### config.mk
export PLATFORM = sky130hd
export DESIGN_NAME = dispatch_buffer
export DESIGN_NICKNAME = d
export VERILOG_FILES = /design/src/rtl/sys_defs.sv /design/src/rtl/lead_ones_count.sv /design/src/rtl/dispatch_buffer.sv
export SDC_FILE = /design/constraint.sdc
export NUM_CORES = 2
export LEC_CHECK = 0
export ABC_AREA = 1
export CAP_MARGIN = 0
export CORE_UTILIZATION = 36
export DETAILED_ROUTE_END_ITERATION = 16
export PLACE_DENSITY = 0.55
export SETUP_SLACK_MARGIN = 0.02
export SYNTH_ARGS = -nofsm -noshare
export SYNTH_HDL_FRONTEND = slang
export SYNTH_HIERARCHICAL = 1
export SYNTH_SLANG_ARGS = --single-unit
### constraint.sdc
create_clock -name clock -period 4.1 [get_ports clock]
set_input_delay 0.82 -clock clock [delete_from_list [all_inputs] [get_ports clock]]
set_output_delay 0.82 -clock clock [all_outputs]
set_load 0.02 [all_outputs]
### src/rtl/sys_defs.sv
// Shared processor definitions: superscalar width, dispatch buffer depth and the
// decoded-instruction packet that flows from decode into dispatch.
`ifndef N_WAY
`define N_WAY 2
`endif
`ifndef N_DB
`define N_DB 16
`endif

package sys_defs;

    localparam int N_WAY_DEFAULT = `N_WAY;
    localparam int N_DB_DEFAULT  = `N_DB;

    typedef struct packed {
        logic        valid;
        logic [31:0] pc;
        logic [31:0] inst;
        logic [4:0]  dest_reg;
        logic        halt;
    } DISPATCH_PACKET_R10K;

endpackage

### src/rtl/lead_ones_count.sv
// Counts the run of consecutive ones starting at bit 0; bits after the first zero
// are ignored.
module lead_ones_count #(
    parameter  int W  = 2,
    localparam int CW = $clog2(W + 1)
) (
    input  logic [W-1:0]  bits,
    output logic [CW-1:0] ones
);

    logic run;

    always_comb begin
        // NOTE: every output gets a default before the loop, so no path leaves it
        // unassigned and no latch is inferred; blocking '=' is right inside always_comb.
        ones = '0;
        run  = 1'b1;
        for (int i = 0; i < W; i++) begin
            run = run & bits[i];
            if (run) begin
                ones = CW'(i + 1);
            end
        end
    end

endmodule

### src/rtl/dispatch_buffer.sv
// In-order dispatch buffer: a circular queue between decode and rename that accepts
// and releases up to N_WAY instructions per cycle, oldest in lane 0.
module dispatch_buffer
    import sys_defs::*;
#(
    parameter  int N_WAY = N_WAY_DEFAULT,
    parameter  int DEPTH = N_DB_DEFAULT,
    localparam int PW    = $clog2(DEPTH),
    localparam int CW    = $clog2(DEPTH) + 1,
    localparam int NW    = $clog2(N_WAY + 1)
) (
    input  logic                clock,
    input  logic                reset,
    input  logic                flush,
    input  logic [N_WAY-1:0]    in_valid,
    input  DISPATCH_PACKET_R10K in_packet [N_WAY],
    output logic                in_ready,
    input  logic [N_WAY-1:0]    dispatched,
    output DISPATCH_PACKET_R10K dispatch_packet [N_WAY],
    output logic [CW-1:0]       count
);

    DISPATCH_PACKET_R10K entries [DEPTH];

    logic [PW-1:0]    head;
    logic [PW-1:0]    tail;
    logic [PW-1:0]    rd_idx [N_WAY];
    logic [PW-1:0]    wr_idx [N_WAY];
    logic [N_WAY-1:0] out_valid;
    logic [NW-1:0]    enq_raw;
    logic [NW-1:0]    enq_n;
    logic [NW-1:0]    deq_n;

    // Outputs depend only on head/count and the storage, never on this cycle's inputs.
    always_comb begin
        in_ready = (CW'(DEPTH) - count) >= CW'(N_WAY);
        for (int i = 0; i < N_WAY; i++) begin
            rd_idx[i]          = head + PW'(i);
            wr_idx[i]          = tail + PW'(i);
            out_valid[i]       = CW'(i) < count;
            dispatch_packet[i] = entries[rd_idx[i]];
            dispatch_packet[i].valid = out_valid[i];
        end
    end

    lead_ones_count #(.W(N_WAY)) u_enq_count (
        .bits (in_valid),
        .ones (enq_raw)
    );

    lead_ones_count #(.W(N_WAY)) u_deq_count (
        .bits (dispatched & out_valid),
        .ones (deq_n)
    );

    assign enq_n = in_ready ? enq_raw : '0;

    // NOTE: sequential state uses non-blocking '<=' so every register samples
    // pre-edge values regardless of statement order.
    always_ff @(posedge clock or negedge reset) begin
        if (!reset) begin
            head  <= '0;
            tail  <= '0;
            count <= '0;
        end else if (flush) begin
            head  <= '0;
            tail  <= '0;
            count <= '0;
        end else begin
            tail  <= tail + PW'(enq_n);
            head  <= head + PW'(deq_n);
            count <= count + CW'(enq_n) - CW'(deq_n);
        end
    end

    // NOTE: payload storage is deliberately not reset; whether an entry is live is
    // decided solely by head/count, which are.
    always_ff @(posedge clock) begin
        if (!flush) begin
            for (int i = 0; i < N_WAY; i++) begin
                if (NW'(i) < enq_n) begin
                    entries[wr_idx[i]] <= in_packet[i];
                end
            end
        end
    end

endmodule

==> summary.txt <==
Run status
  – Failing checks: negative setup slack
  – Status: finished with violations

Place
  – Placer Congestion: 0.851
  – Post-DP HPWL: 171,000 microns
  – Placed insts: 12.3k
  – Placed cell area: 80,400 sq um
  – PortBufs: roughly 290

Synth
  – Mapped Area: 75,800 sq um
  – Yosys cell types: 28
  – Syn nets: 10.4k
  – Syn avg cell area: between 7 and 8 sq um
  – Yosys top cell by area: edfxtp_1
  – Register area share after synthesis: 44.8%
  – Synth warn: 6
  – Mapped Cells: between 10k and 15k
  – #FFs+latches synth: about 1.1k
  – Largest cells by area after synthesis: edfxtp_1 (44%), nand2_1 (20%), nand4_1 (9.3%), o21ai_0 (5.6%), o211ai_1 (4.2%)
  – Top-area cell type share of the netlist area: 44.4%

Finish
  – Synth-to-Final Area Change: 13.5%
  – Design Area, Final: approximately 86,000 sq um
  – Fin nets: 9,896
  – Fillers: 20.7k
  – Post-Layout Cell Count: 12.7k
  – Storage cell area: 34,000 sq um
  – Multi-input gate area: 34,700 sq um
  – Layout cells sized above 1: 5.83%

GRT
  – First-pass GRT wire length: 489,000 microns
  – Largest net degree at the start of global routing: around 200
  – Gr ovfl total: 0
  – Initial antenna violation count: 33
  – Global-route usage over all layers: 31.4%
  – Vias in the first global route: 70.1k

Job
  – Max cap viols: 0

CTS
  – Total CTS buffers: 141
  – CTS Buffer Depth: 3
  – Clock tree sinks: 1,133
  – Reg clk slew, reported paths: 60 ps
  – Clock Latency Late Sink: roughly 810 ps
  – Clk root buf: clkbuf_16
  – TritonCTS clock tree: done
  – H-tree depth: 4

Timing
  – Endpoints failing hold: 0
  – Final Cycle Share: 101%
  – Slew headroom: roughly 6.3%
  – Achievable Freq: 242 MHz
  – Pin slew with the least headroom to its limit: 1410 ps
  – Max Slew Vio Count: 0
  – RSZ-0062 raised after global routing: yes
  – Skew final: 22.6 ps
  – Fin crit period: between 4000 and 5000 ps
  – Final worst setup slack: -27.6 ps
  – Final setup fails: 1

Worst setup path
  – CP Capture Type: output pin
  – CP Max Fanout: 18
  – CP startpoint kind: flip-flop
  – Critical R2R Launch: count[0]
  – Arrival @ worst endpoint: 3310 ps
  – Crit Reg-Reg Endpoint: count[4]
  – Reg2Reg Setup Slack: 610 ps
  – R2R cell count: 19
  – WP data required: 3280 ps
  – WS Path Type: flip-flop to output pin

Floorplan
  – # rows: approximately 170
  – Die X-Extent: around 460 microns
  – IO Count: 297
  – Die H: 461 microns
  – Total core area: 209,000 sq um
  – Die area: around 210,000 sq um
  – Initial Utilization: a little over a third

Route
  – DRC viols: 0
  – Met3 wire length: roughly 41,000 microns
  – Wl on met1: around 130,000 microns
  – ANT nets after route: 0
  – Metal2 WL: between 150,000 and 200,000 microns
  – Vias: approximately 77k
  – Initial drt markers: 10.5k
  – Total Routed Length: 346,000 microns
  – Pre-antenna DRT Iters: 7
  – Routed wire per std cell: 27.3 microns
  – Via-to-Cell Ratio: 6.07
  – Uppermost layer routed: met5

Power
  – Peak VDD IR: 0.000425 V
  – Leakage power: 0.0344 uW
  – PwrDens: between 600 and 700 nW/um^2

Hold path
  – Worst Hold Class: input pin to async pin
## per-stage QoR
step / hold slack (ps) / power, uW / util (%) / TNS [ps] / setup WS [ps]
2_1_floorplan: 524 / 28700 / - / 0 / 120
5_1_grt: 580 / 54200 / 41.1 / -116 / -105
4_1_cts: 534 / 50900 / 40.9 / -295 / -88.7
3_3_place_gp: 573 / 38000 / 38.4 / 0 / 153
6_report: 559 / 51900 / 41.1 / -27.6 / -27.6
3_5_place_dp: 584 / 38300 / 38.4 / 0 / 198
## where the power goes
part	internal, uW	leakage (uW)	switching, uW
clock network	6620	0.00204	5270
registers	13200	0.0103	166
logic	8200	0.0221	18400
## flip-flops by register name, summed over array words and instances, names as in the netlist
name	flops
count	5
head	4
entries	1120
tail	4
## how the worst max path moves through the flow
stage	startpoint	end	slack, ps	depth (start not counted)
4_1_cts	head[2]	dispatch_packet[23]	-90	7
2_1_floorplan	in_valid[0]	entries[4][0]	120	8
5_1_grt	head[0]	dispatch_packet[12]	-110	10
3_5_place_dp	in_valid[0]	count[4]	200	16
6_report	head[0]	dispatch_packet[12]	-30	10
3_3_place_gp	in_valid[0]	count[4]	150	16
## cell usage in the layout, fill, tap and decap left out, drive strengths merged, types with 10 or more instances in the layout
cell	instances
nand2	3960
nand4	1136
edfxtp	1120
o21ai	847
inv	602
nand3	566
o211ai	420
a21oi	289
buf	272
clkbuf	213
clkdlybuf4s50	157
dlygate4sd2	70
clkinv	49
nor2	33
diode	23
dlymetal6s2s	22
o2111ai	16
ha	14
dfrtp	13
clkdlybuf4s15	10
## repair_timing
action / CTS / global route
setup buffers: 11 / 9
endpoints found under the hold margin: 0 / 0
endpoints found under the setup margin: 130 / 65
pin swaps: 7 / 7
hold buffers: 0 / 0
resized for setup: 181 / 90
cloned: 23 / 9
## cell families (layout without fill, tap and decap cells)
family | after synthesis | after routing | share of synthesized area, %
buffers and inverters | 1825 | 1405 | 9.79
adders and majority gates | 18 | 18 | 0.337
DFF | 1133 | 1133 | 44.8
other | 0 | 23 | 0
AOI/OAI and AO/OA | 1574 | 1574 | 11.9
and+or+nand+nor | 5695 | 5695 | 33.1
xor gates and xnor gates | 2 | 2 | 0.0429
## cell type report
cell class,instances,area share [%]
repair inverters,1,0.0102
clock buffers,184,4.42
flip-flops and latches,1133,39.5
diodes,23,0.0669
inverters,595,2.65
clock inverters,57,0.404
repair buffers,568,8.50
well taps,2805,4.08
multi-input cells,7289,40.4
## routing by layer
| layer | global-route usage, % | vias to the layer above |
|---|---|---|
| li1 | - | 34251 |
| met1 | 40.3 | 36416 |
| met2 | 48.6 | 5049 |
| met3 | 6.74 | 1140 |
| met4 | 18.5 | 14 |
| met5 | 0 | - |
## synthesized netlist by cell type (all sizes together)
library cell	number
o211a	1
dfrtp	13
clkinv	1
clkbuf	686
ha	14
inv	594
edfxtp	1120
a21boi	1
xor2	2
o211ai	420
fa	4
o2111ai	16
nand3	566
a21oi	289
nand4	1136
nand2	3960
buf	544
nor2	33
o21ai	847
## critical path, cell delays in order, from the launching register on
cell             delay, ps
dfrtp_4                490
buf_12                 150
ha_4                   230
buf_12                 150
inv_16                 200
buf_8                  230
nand2_1                 80
nand3_1                 90
o211ai_1               130
nand2_1                110
clkdlybuf4s50_1        600
No activity file was read; power rests on OpenSTA's default activity.
